===== config.mk =====
export PLATFORM = sky130hd
export DESIGN_NAME = hazard_ctrl_mc
export DESIGN_NICKNAME = d
export VERILOG_FILES = /design/src/rtl/riscv_pkg.sv /design/src/rtl/md_stall_fsm.sv /design/src/rtl/hazard_ctrl_mc.sv
export SDC_FILE = /design/constraint.sdc
export NUM_CORES = 1
export LEC_CHECK = 0
export CORE_AREA = 2 2 54 46
export DETAILED_ROUTE_END_ITERATION = 8
export DIE_AREA = 0 0 56 48
export GPL_ROUTABILITY_DRIVEN = 0
export PLACE_DENSITY = 0.92
export REMOVE_ABC_BUFFERS = 1
export SKIP_LAST_GASP = 1
export SYNTH_ARGS = -nofsm -noshare
export SYNTH_HDL_FRONTEND = slang
export SYNTH_HIERARCHICAL = 1
export SYNTH_SLANG_ARGS = --single-unit

===== constraint.sdc =====
create_clock -name clk -period 5 [get_ports clk]
set_clock_uncertainty 0.15 [all_clocks]
set_input_delay 1 -clock clk [delete_from_list [all_inputs] [get_ports clk]]
set_output_delay 1 -clock clk [all_outputs]
set_load 0.01 [all_outputs]

===== src/rtl/riscv_pkg.sv =====
// Shared encodings and types for the pipeline hazard unit.
package riscv_pkg;

  localparam logic [1:0] FWD_RF = 2'b00;
  localparam logic [1:0] FWD_W  = 2'b01;
  localparam logic [1:0] FWD_M  = 2'b10;

  localparam logic [4:0] REG_ZERO = 5'd0;

  typedef enum logic {
    MD_IDLE,
    MD_BUSY
  } md_state_t;

  // Memory stage wins over Writeback; x0 is never forwarded.
  function automatic logic [1:0] fwd_sel(input logic [4:0] rs, input logic [4:0] rd_m,
                                         input logic wr_m, input logic [4:0] rd_w,
                                         input logic wr_w);
    if (rs != REG_ZERO && rs == rd_m && wr_m) begin
      return FWD_M;
    end else if (rs != REG_ZERO && rs == rd_w && wr_w) begin
      return FWD_W;
    end
    return FWD_RF;
  endfunction

endpackage


===== src/rtl/md_stall_fsm.sv =====
// Holds Execute for a multi-cycle MUL/DIV op: MD_LAT-1 stall cycles, then a MdDoneE pulse.
module md_stall_fsm
  import riscv_pkg::*;
#(
  parameter int unsigned MD_LAT = 4,
  parameter int unsigned CNT_W  = 4
) (
  input  logic clk,
  input  logic reset_n,
  input  logic MdStartE,
  output logic mdStall,
  output logic MdDoneE
);

  localparam logic [CNT_W-1:0] CntInit = CNT_W'(MD_LAT - 2);

  md_state_t        state_q, state_d;
  logic [CNT_W-1:0] cnt_q, cnt_d;

  always_ff @(posedge clk or negedge reset_n) begin
    if (!reset_n) begin
      state_q <= MD_IDLE;
      cnt_q   <= '0;
    end else begin
      state_q <= state_d;
      cnt_q   <= cnt_d;
    end
  end

  always_comb begin
    state_d = state_q;
    cnt_d   = cnt_q;
    mdStall = 1'b0;
    MdDoneE = 1'b0;
    unique case (state_q)
      MD_IDLE: begin
        if (MdStartE) begin
          mdStall = 1'b1;
          cnt_d   = CntInit;
          state_d = MD_BUSY;
        end
      end
      MD_BUSY: begin
        if (cnt_q != '0) begin
          mdStall = 1'b1;
          cnt_d   = cnt_q - CNT_W'(1);
        end else begin
          MdDoneE = 1'b1;
          state_d = MD_IDLE;
        end
      end
      default: state_d = MD_IDLE;
    endcase
    // The IDLE start term is combinational, so mask it while reset is held.
    if (!reset_n) begin
      mdStall = 1'b0;
      MdDoneE = 1'b0;
    end
  end

endmodule


===== src/rtl/hazard_ctrl_mc.sv =====
// Pipeline hazard unit: forwarding, load-use stall, branch flush and MUL/DIV hold.
// Optional HAZ_PERF_CNT_EN adds StallCnt/FlushCnt performance counters.
module hazard_ctrl_mc
  import riscv_pkg::*;
#(
  parameter int unsigned MD_LAT = 4,
  parameter int unsigned CNT_W  = 4
) (
  input  logic        clk,
  input  logic        reset_n,
  input  logic [4:0]  Rs1D,
  input  logic [4:0]  Rs2D,
  input  logic [4:0]  Rs1E,
  input  logic [4:0]  Rs2E,
  input  logic [4:0]  RdE,
  input  logic [4:0]  RdM,
  input  logic [4:0]  RdW,
  input  logic        RegWriteM,
  input  logic        RegWriteW,
  input  logic        LoadE,
  input  logic        PCSrcE,
  input  logic        MdStartE,
  output logic [1:0]  ForwardAE,
  output logic [1:0]  ForwardBE,
  output logic        StallF,
  output logic        StallD,
  output logic        StallE,
  output logic        FlushD,
  output logic        FlushE,
  output logic        FlushM,
  output logic        MdDoneE
`ifdef HAZ_PERF_CNT_EN
  ,
  output logic [31:0] StallCnt,
  output logic [31:0] FlushCnt
`endif
);

  logic lw_stall;
  logic md_stall;
  logic branch_flush;

  assign ForwardAE = fwd_sel(Rs1E, RdM, RegWriteM, RdW, RegWriteW);
  assign ForwardBE = fwd_sel(Rs2E, RdM, RegWriteM, RdW, RegWriteW);

  assign lw_stall = reset_n & LoadE & (RdE != REG_ZERO) & ((Rs1D == RdE) | (Rs2D == RdE));
  assign branch_flush = reset_n & PCSrcE & ~md_stall;

  md_stall_fsm #(
    .MD_LAT (MD_LAT),
    .CNT_W  (CNT_W)
  ) u_md_stall_fsm (
    .clk      (clk),
    .reset_n  (reset_n),
    .MdStartE (MdStartE),
    .mdStall  (md_stall),
    .MdDoneE  (MdDoneE)
  );

  assign StallF = lw_stall | md_stall;
  assign StallD = lw_stall | md_stall;
  assign StallE = md_stall;
  assign FlushE = (lw_stall & ~md_stall) | branch_flush;
  assign FlushD = branch_flush;
  assign FlushM = md_stall;

`ifdef HAZ_PERF_CNT_EN
  always_ff @(posedge clk or negedge reset_n) begin
    if (!reset_n) begin
      StallCnt <= '0;
      FlushCnt <= '0;
    end else begin
      if (StallF) StallCnt <= StallCnt + 32'd1;
      if (FlushE) FlushCnt <= FlushCnt + 32'd1;
    end
  end
`endif

endmodule

-- Word level (Yosys, flattened, before mapping)
Cells that the tools add are included.
- bits in registers: 5
- input port bits: 42
- output and inout bits: 11
- logic and storage cells: 55
- add/subtract/negate cells: 1
- equal/unequal tests: 8
- mux-type cells: 20
- bitwise gates (word level): 11
- reduce and logical (&&, ||, !) cells: 13
- operator list (cell ; count):
    == test 5 bit ; 6
    nonzero test 5 bit ; 3
    two-way mux 2 bit ; 6
    two-way mux 1 bit ; 10
    logical AND 1 bit ; 8
    two-way mux 4 bit ; 2
    one-hot mux 4 bit (2 select lines) ; 1
    bitwise AND 1 bit ; 6
    inequality test 2 bit (second input constant) ; 2
    nonzero test 4 bit ; 1
    subtractor 4 x 1 -> 4 bit (second input constant) ; 1
    bitwise OR 1 bit ; 3
    inverter 1 bit ; 2
    one-hot mux 1 bit (2 select lines) ; 1
    AND reduction 2 bit ; 1

-- Logic depth before layout (Yosys ltp)
Gate-level depths: netlist of the first run.
- word-level depth: 7
- depth in mapped cells: 8
- mapped depth without buffers: 8

-- Hierarchy
The synthesis of the first run kept the hierarchy.
- modules (own cells, without submodules) (module ; instances ; cells each ; area an instance (um^2)):
    hazard_ctrl_mc ; 1 ; 59 ; 480.5
    md_stall_fsm ; 1 ; 25 ; 261.5

-- Least setup slack after synthesis of the first run
Ideal clock, no wire load.
- path type: input -> output
- start: in Rs1E[1]
- end: out ForwardAE[0]
- arrival time: 2063 ps
- required time: 3850 ps
- slack: 1787 ps
- stages: 4
- path buffers: 0
- path through: or4_4 > nor2_4 > nor4_2 > nor4_2
- word-level cells in the longest chain between the ends: 6
- RTL lines (what ; line ; text):
    from (decl) ; hazard_ctrl_mc.sv:13 ; input logic [4:0] Rs1E,
    == test 5 bit or nonzero test 5 bit (tied branches) ; riscv_pkg.sv:21, riscv_pkg.sv:19 ;
    logical AND 1 bit (2 in series) ; riscv_pkg.sv:21 ; end else if (rs != REG_ZERO && rs == rd_w && wr_w) begin
    two-way mux 1 bit ; riscv_pkg.sv:21 ;
    two-way mux 1 bit ; riscv_pkg.sv:19 ; if (rs != REG_ZERO && rs == rd_m && wr_m) begin
    two-way mux 2 bit * ; riscv_pkg.sv:24 ; return FWD_RF;
    to (decl) ; hazard_ctrl_mc.sv:23 ; output logic [1:0] ForwardAE,
Every way passes the cells marked *; elsewhere a longest branch is shown, timed or not.

-- Worst setup path in the final report of the first run
- start: in Rs2E[2]
- end: out ForwardBE[0]
- word-level cells in the longest chain between the ends: 6
- RTL lines (what ; line ; text):
    from (decl) ; hazard_ctrl_mc.sv:14 ; input logic [4:0] Rs2E,
    == test 5 bit or nonzero test 5 bit (tied branches) ; riscv_pkg.sv:21, riscv_pkg.sv:19 ;
    logical AND 1 bit (2 in series) ; riscv_pkg.sv:21 ;
    two-way mux 1 bit ; riscv_pkg.sv:21 ;
    two-way mux 1 bit ; riscv_pkg.sv:19 ;
    two-way mux 2 bit * ; riscv_pkg.sv:24 ;
    to (decl) ; hazard_ctrl_mc.sv:24 ; output logic [1:0] ForwardBE,
Marks and branches as above.

==> results of run 1 <==
synth_stat cells, drive strengths merged (4+ instances only):
master / number / area, µm²
nand2: 5 / 18.8
or4: 4 / 37.5
nor4: 4 / 50.1
nand4: 4 / 25.0
nor2: 5 / 33.8
xnor2: 16 / 140
dfrtp: 5 / 125
xor2: 14 / 123
how the worst max path moves through the flow:
stage               slack (ns)      endpoint    start
detailed placement        0.76  ForwardBE[0]  Rs2E[2]
floorplan                 1.79  ForwardAE[0]  Rs1E[1]
global route              0.71  ForwardBE[0]  Rs2E[2]
finish                    0.75  ForwardBE[0]  Rs2E[2]
global placement          0.82  ForwardAE[0]  Rs1E[1]
CTS                       0.76  ForwardBE[0]  Rs2E[2]
flip-flops by register name (all words and copies together) (netlist names):
| signal | flops |
|---|---|
| u_md_stall_fsm/cnt_q | 4 |
| u_md_stall_fsm/state_q | 1 |
per-layer routing:
layer	routed length (µm)	GRT usage (%)
met3	187	5.14
met5	0	0
met4	71	11.0
met1	885	19.0
met2	1180	35.5
cell type report:
| cell class | count | area share, % |
|---|---|---|
| inverter | 2 | 0.575 |
| multi-input combinational | 75 | 45.5 |
| sequential | 5 | 9.59 |
| tap | 25 | 2.40 |
| clock buffer | 4 | 2.01 |
| timing repair buffer | 52 | 39.9 |
logic make-up (layout without fill, tap and decap cells):
family	count (synthesis)	in the layout	synth area share, %
mux	1	1	1.35
fa+ha+maj	1	1	1.69
xor+xnor	30	30	35.4
compound gates	11	11	10.5
buf+inv	4	58	3.04
flops	5	5	16.9
simple gates	32	32	31.2
power by group through the flow:
| stage | Sequential [mW] | Clock, mW | Combinational [mW] |
|---|---|---|---|
| 6_report | 0.0779 | 0.0483 | 0.187 |
| 5_1_grt | 0.0807 | 0.0527 | 0.206 |
| 4_1_cts | 0.0777 | 0.0490 | 0.186 |
| 3_5_place_dp | 0.0780 | 0 | 0.185 |
| 3_3_place_gp | 0.0760 | 0 | 0.176 |
| 2_1_floorplan | 0.0729 | 0 | 0.0997 |
==> flow_metrics.env, run 1 <==
export IMPL_outcome="finished, final reports clean"
export IMPL_antenna_found_initial=0
export IMPL_dieHeight_um=48
export IMPL_fmax_mhz=235
export IMPL_floorplan_initialDensity_pct=35.3
export IMPL_ff_latch_area_um2=125
export IMPL_io_pins=53
export IMPL_syn_area_per_cell_um2=8.83
export IMPL_leakage_nw=0.475
export IMPL_rsz0062_at_grt="false"
export IMPL_start_kind="primary input"
export IMPL_antennaDiodeCount=0
export IMPL_min_from="u_md_stall_fsm/cnt_q[1]$_DFFE_PN0P_"
export IMPL_hold_depth=1
export IMPL_io_buffers=52
export IMPL_die_area_um2=2690
export IMPL_cts_inserted_buffers=3
export IMPL_pwr_share_comb_pct=59.6
export IMPL_root_buffer="clkbuf_4"
export IMPL_nets=182
export IMPL_multiInputGateArea_um2=594
export IMPL_ant_nets=0
export IMPL_worstSetupPathType="in2out"
export IMPL_stdcell_count=163
export IMPL_synth_edf_count=0
export IMPL_finalWirelength_um=2320
export IMPL_postCtsHoldBufs=0
export IMPL_placed_cells=159
export IMPL_hold_violations=0
export IMPL_dp_hpwl_um=2000
export IMPL_critPathTopFamily="buffers and inverters"
export IMPL_overflow=0
export IMPL_worstPathMaxFanout=3
export IMPL_drive_gt1_share_pct=9.42
export IMPL_maxCapViolCount=0
export IMPL_synthArstFlopShare_pct=100
export IMPL_hold_class="reg2reg"
export IMPL_layout_commonest_cell="clkdlybuf4s50_1"
export IMPL_post_cts_resize_count=0
export IMPL_path_buf_inv=2
export IMPL_slew_headroom_pct=71.7
export IMPL_seqPwrFrac_pct=24.9
export IMPL_htree_levels=1
export IMPL_postPlaceCellArea_um2=1280
export IMPL_grt_use_total_pct=18.5
export IMPL_postLayoutCoreUtil_pct=62.1
export IMPL_core_area_um2=2100
export IMPL_clkTransAtPathRegs_ns=0.05
export IMPL_num_rows=15
export IMPL_crit_slowest_cell="clkdlybuf4s50_1"
export IMPL_route_vias_total=832
export IMPL_clk_latency_ns=0.25
export IMPL_synth_ff_type="dfrtp_1"
export IMPL_die_w_um=56
export IMPL_ys_ff_latch=5
export IMPL_rr_worst_depth=5
export IMPL_finalSetupViolCount=0
export IMPL_drc=0
export IMPL_p_int_mw=0.197
export IMPL_synth_cells=84
export IMPL_finalWorstSetupSlack_ns=0.752
export IMPL_ys_types=30
export IMPL_ff2ff_setup_slack_ns=3.24
export IMPL_yosysWarnings=6
export IMPL_viasPerCell=5.10
export IMPL_grt_pass1_wl_um=3760
export IMPL_grt_pass1_vias=839
export IMPL_period_share_pct=85.0
export IMPL_fin_tns_setup_ns=0
export IMPL_netlist_area_um2=742
export IMPL_area_growth_pct=75.9
export IMPL_min_period_ns=4.25
export IMPL_worstPathRequired_ns=3.85
export IMPL_total_power_mw=0.313
export IMPL_grt_max_degree=10
export IMPL_cp_arrival_ns=3.10
export IMPL_cts_tree="built"
export IMPL_worstMarginPinSlew_ns=0.424
export IMPL_cts_sinks=5
export IMPL_clockBufferDepth=2
export IMPL_pwr_share_clk_pct=15.4
export IMPL_fillers=180
export IMPL_seq_area_frac_synth_pct=16.9
export IMPL_finish_instance_area_um2=1310
export IMPL_dp_slack_ns=0.763
export IMPL_final_cell_mix="clkdlybuf4s50_1 (52), xnor2_1 (16), xor2_1 (14), nand2_1 (5), dfrtp_1 (5)"
export IMPL_netSwitchingFraction_pct=36.9
export IMPL_drtIter0Drc=14
export IMPL_p_sw_mw=0.116
export IMPL_max_vdd_ir_drop_mv=0.214
export IMPL_worst_path_stages=6
export IMPL_slowest_delay_ns=0.58
export IMPL_cp_end_kind="output port"
export IMPL_reg2reg_to="u_md_stall_fsm/cnt_q[1]$_DFFE_PN0P_"
export IMPL_slew_viol_final=0
export IMPL_p_per_area_nw_per_um2=240
export IMPL_r2r_start="u_md_stall_fsm/cnt_q[0]$_DFFE_PN0P_"
export IMPL_post_drt_wl_per_cell_um=14.2
export IMPL_hold_ws_ns=0.405
export IMPL_path_cells="clkdlybuf4s50_1 -> or4_4 -> nor2_4 -> nor4_2 -> nor4_2 -> clkdlybuf4s50_1"
export IMPL_drtPass1Iterations=4
export IMPL_hold_end="u_md_stall_fsm/cnt_q[1]$_DFFE_PN0P_"
export IMPL_postCtsSetupRepairBufs=0
Power figures use the tool's default switching activity.
==> run 2: changes to the inputs <==
Settings changed: CORE_AREA 2 2 54 46 to 2 2 58 49, DIE_AREA 0 0 56 48 to 0 0 60 51, PLACE_DENSITY 0.92 to 0.85.
Clock period 5 ns to 3.6 ns, I/O delays scaled along.
==> run 2 against run 1 <==
Net effect: combinational power is 47% higher; via count grew 3.4%; largest cell class unchanged; wire length up 0.60%; worst setup slack got worse by 0.71 ns; hold slack gained 0.020 ns; global-route usage down 3.0 points; sequential cell count stayed put; first-iteration DRC count rose by 14%; die area increased by 14%; sequential share of layout area fell by 0.68 points; critical path depth unchanged; power is 43% higher.
==> flow_metrics.env, run 2 (synthesis results as in run 1) <==
export IMPL_fillers=237
export IMPL_period_share_pct=98.9
export IMPL_clockBufferDepth=2
export IMPL_final_cell_mix="clkdlybuf4s50_1 (51), xnor2_1 (16), xor2_1 (14), buf_4 (10)"
export IMPL_drc=0
export IMPL_root_buffer="clkbuf_4"
export IMPL_finalWirelength_um=2340
export IMPL_num_rows=17
export IMPL_ant_nets=0
export IMPL_drtPass1Iterations=5
export IMPL_finalWorstSetupSlack_ns=0.0410
export IMPL_worstMarginPinSlew_ns=0.304
export IMPL_pwr_share_comb_pct=61.4
export IMPL_slew_headroom_pct=79.5
export IMPL_slew_viol_final=0
export IMPL_p_sw_mw=0.160
export IMPL_min_period_ns=3.56
export IMPL_fin_tns_setup_ns=0
export IMPL_drive_gt1_share_pct=16.2
export IMPL_dp_hpwl_um=2070
export IMPL_max_vdd_ir_drop_mv=0.291
export IMPL_worstPathMaxFanout=2
export IMPL_slowest_delay_ns=0.56
export IMPL_cts_tree="built"
export IMPL_hold_violations=0
export IMPL_leakage_nw=0.544
export IMPL_grt_pass1_wl_um=3610
export IMPL_die_w_um=60
export IMPL_clkTransAtPathRegs_ns=0.04
export IMPL_p_int_mw=0.288
export IMPL_antennaDiodeCount=0
export IMPL_netSwitchingFraction_pct=35.7
export IMPL_grt_pass1_vias=897
export IMPL_cp_arrival_ns=2.69
export IMPL_area_growth_pct=89.2
export IMPL_route_vias_total=860
export IMPL_dieHeight_um=51
export IMPL_grt_use_total_pct=15.5
export IMPL_nets=192
export IMPL_multiInputGateArea_um2=599
export IMPL_finalSetupViolCount=0
export IMPL_grt_max_degree=9
export IMPL_dp_slack_ns=0.0176
export IMPL_worstPathRequired_ns=2.73
export IMPL_regMostFlops="u_md_stall_fsm/cnt_q"
export IMPL_path_cells="clkdlybuf4s50_1 -> or4_4 -> nor2_4 -> nor4_2 -> nor4_2 -> clkdlybuf4s50_1"
export IMPL_die_area_um2=3060
export IMPL_ff_latch_area_um2=125
export IMPL_htree_levels=1
export IMPL_largest_reg_flops=4
export IMPL_floorplan_initialDensity_pct=28.8
export IMPL_antenna_found_initial=0
export IMPL_pwr_share_clk_pct=14.3
export IMPL_clk_latency_ns=0.24
export IMPL_start_kind="primary input"
export IMPL_overflow=0
export IMPL_top_regs="u_md_stall_fsm/cnt_q x4, u_md_stall_fsm/state_q x1"
export IMPL_rsz0062_at_grt="false"
export IMPL_hold_class="reg2reg"
export IMPL_worstSetupPathType="in2out"
export IMPL_seqPwrFrac_pct=24.4
export IMPL_fmax_mhz=281
export IMPL_p_per_area_nw_per_um2=319
export IMPL_io_pins=53
export IMPL_outcome="finished, final reports clean"
export IMPL_crit_slowest_cell="or4_4"
export IMPL_viasPerCell=4.62
export IMPL_drtIter0Drc=16
export IMPL_maxCapViolCount=0
export IMPL_core_area_um2=2570
export IMPL_cts_inserted_buffers=3
export IMPL_post_drt_wl_per_cell_um=12.6
export IMPL_ff2ff_setup_slack_ns=1.97
export IMPL_cts_sinks=5
export IMPL_cp_end_kind="output port"
export IMPL_layout_commonest_cell="clkdlybuf4s50_1"
export IMPL_io_buffers=52
[run 2: cell types whose count changed in the layout (fill, tap and decap cells not counted)]
cell             before  now
dlymetal6s2s_1        0    1
nor3b_2               0    1
clkdlybuf4s50_1      52   51
nor3b_1               2    1
buf_4                 0   10
[run 2: cell type report]
type | instances | share of cell area [%]
well taps | 38 | 3.39
flip-flops and latches | 5 | 8.91
inverters | 2 | 0.535
repair buffers | 62 | 42.6
clock buffers | 4 | 1.87
multi-input cells | 75 | 42.7
[run 2: power groups by stage]
stage	clock (mW)	combinational [mW]	sequential, mW
global route	0.0706	0.302	0.112
finish	0.0639	0.275	0.109
CTS	0.0674	0.275	0.109
global placement	0	0.261	0.106
detailed placement	0	0.269	0.110
floorplan	0	0.139	0.101
[run 2: critical path: cells and delay by family]
family | cells | cell delay, ns
simple gates | 4 | 0.98
buf+inv | 2 | 0.99
[run 2: final timing paths]
kind                                                startpoint                                  end  cells past startpoint
setup / recovery                                       Rs1E[1]                         ForwardAE[0]                      6
max in group asynchronous                              reset_n  u_md_stall_fsm/cnt_q[1]$_DFFE_PN0P_                      2
min in group asynchronous                              reset_n     u_md_stall_fsm/state_q$_DFF_PN0_                      2
hold reg to reg            u_md_stall_fsm/cnt_q[1]$_DFFE_PN0P_  u_md_stall_fsm/cnt_q[1]$_DFFE_PN0P_                      1
setup reg to reg           u_md_stall_fsm/cnt_q[0]$_DFFE_PN0P_  u_md_stall_fsm/cnt_q[1]$_DFFE_PN0P_                      6
hold / removal             u_md_stall_fsm/cnt_q[1]$_DFFE_PN0P_  u_md_stall_fsm/cnt_q[1]$_DFFE_PN0P_                      1
[run 2: what timing repair did]
item                                    in CTS  in global routing
buffers inserted                             0                  0
endpoints found under the setup margin       0                  2
hold buffers                                 0                  0
gates resized for setup                      0                  2
[run 2: metal layers]
layer / global-route usage, % / up-vias / wire length (µm)
met5: 0 / - / 0
met4: 4.81 / 0 / 24
met3: 3.80 / 2 / 240
met2: 30.6 / 46 / 1170
met1: 15.4 / 383 / 904
li1: - / 429 / -
[run 2: through the flow]
| stage | utilization [%] | area [µm²] | total power [mW] | cells | hold slack (ns) |
|---|---|---|---|---|---|
| 4_1_cts | 54.3 | 1400 | 0.451 | 186 | 0.434 |
| 3_5_place_dp | 53.2 | 1370 | 0.379 | 182 | 0.408 |
| 2_1_floorplan | - | 727 | 0.240 | 82 | 0.274 |
| 6_report | 54.5 | 1400 | 0.448 | 186 | 0.426 |
| 5_1_grt | 54.5 | 1400 | 0.485 | 186 | 0.438 |
| 3_3_place_gp | 53.2 | 1370 | 0.367 | 182 | 0.374 |
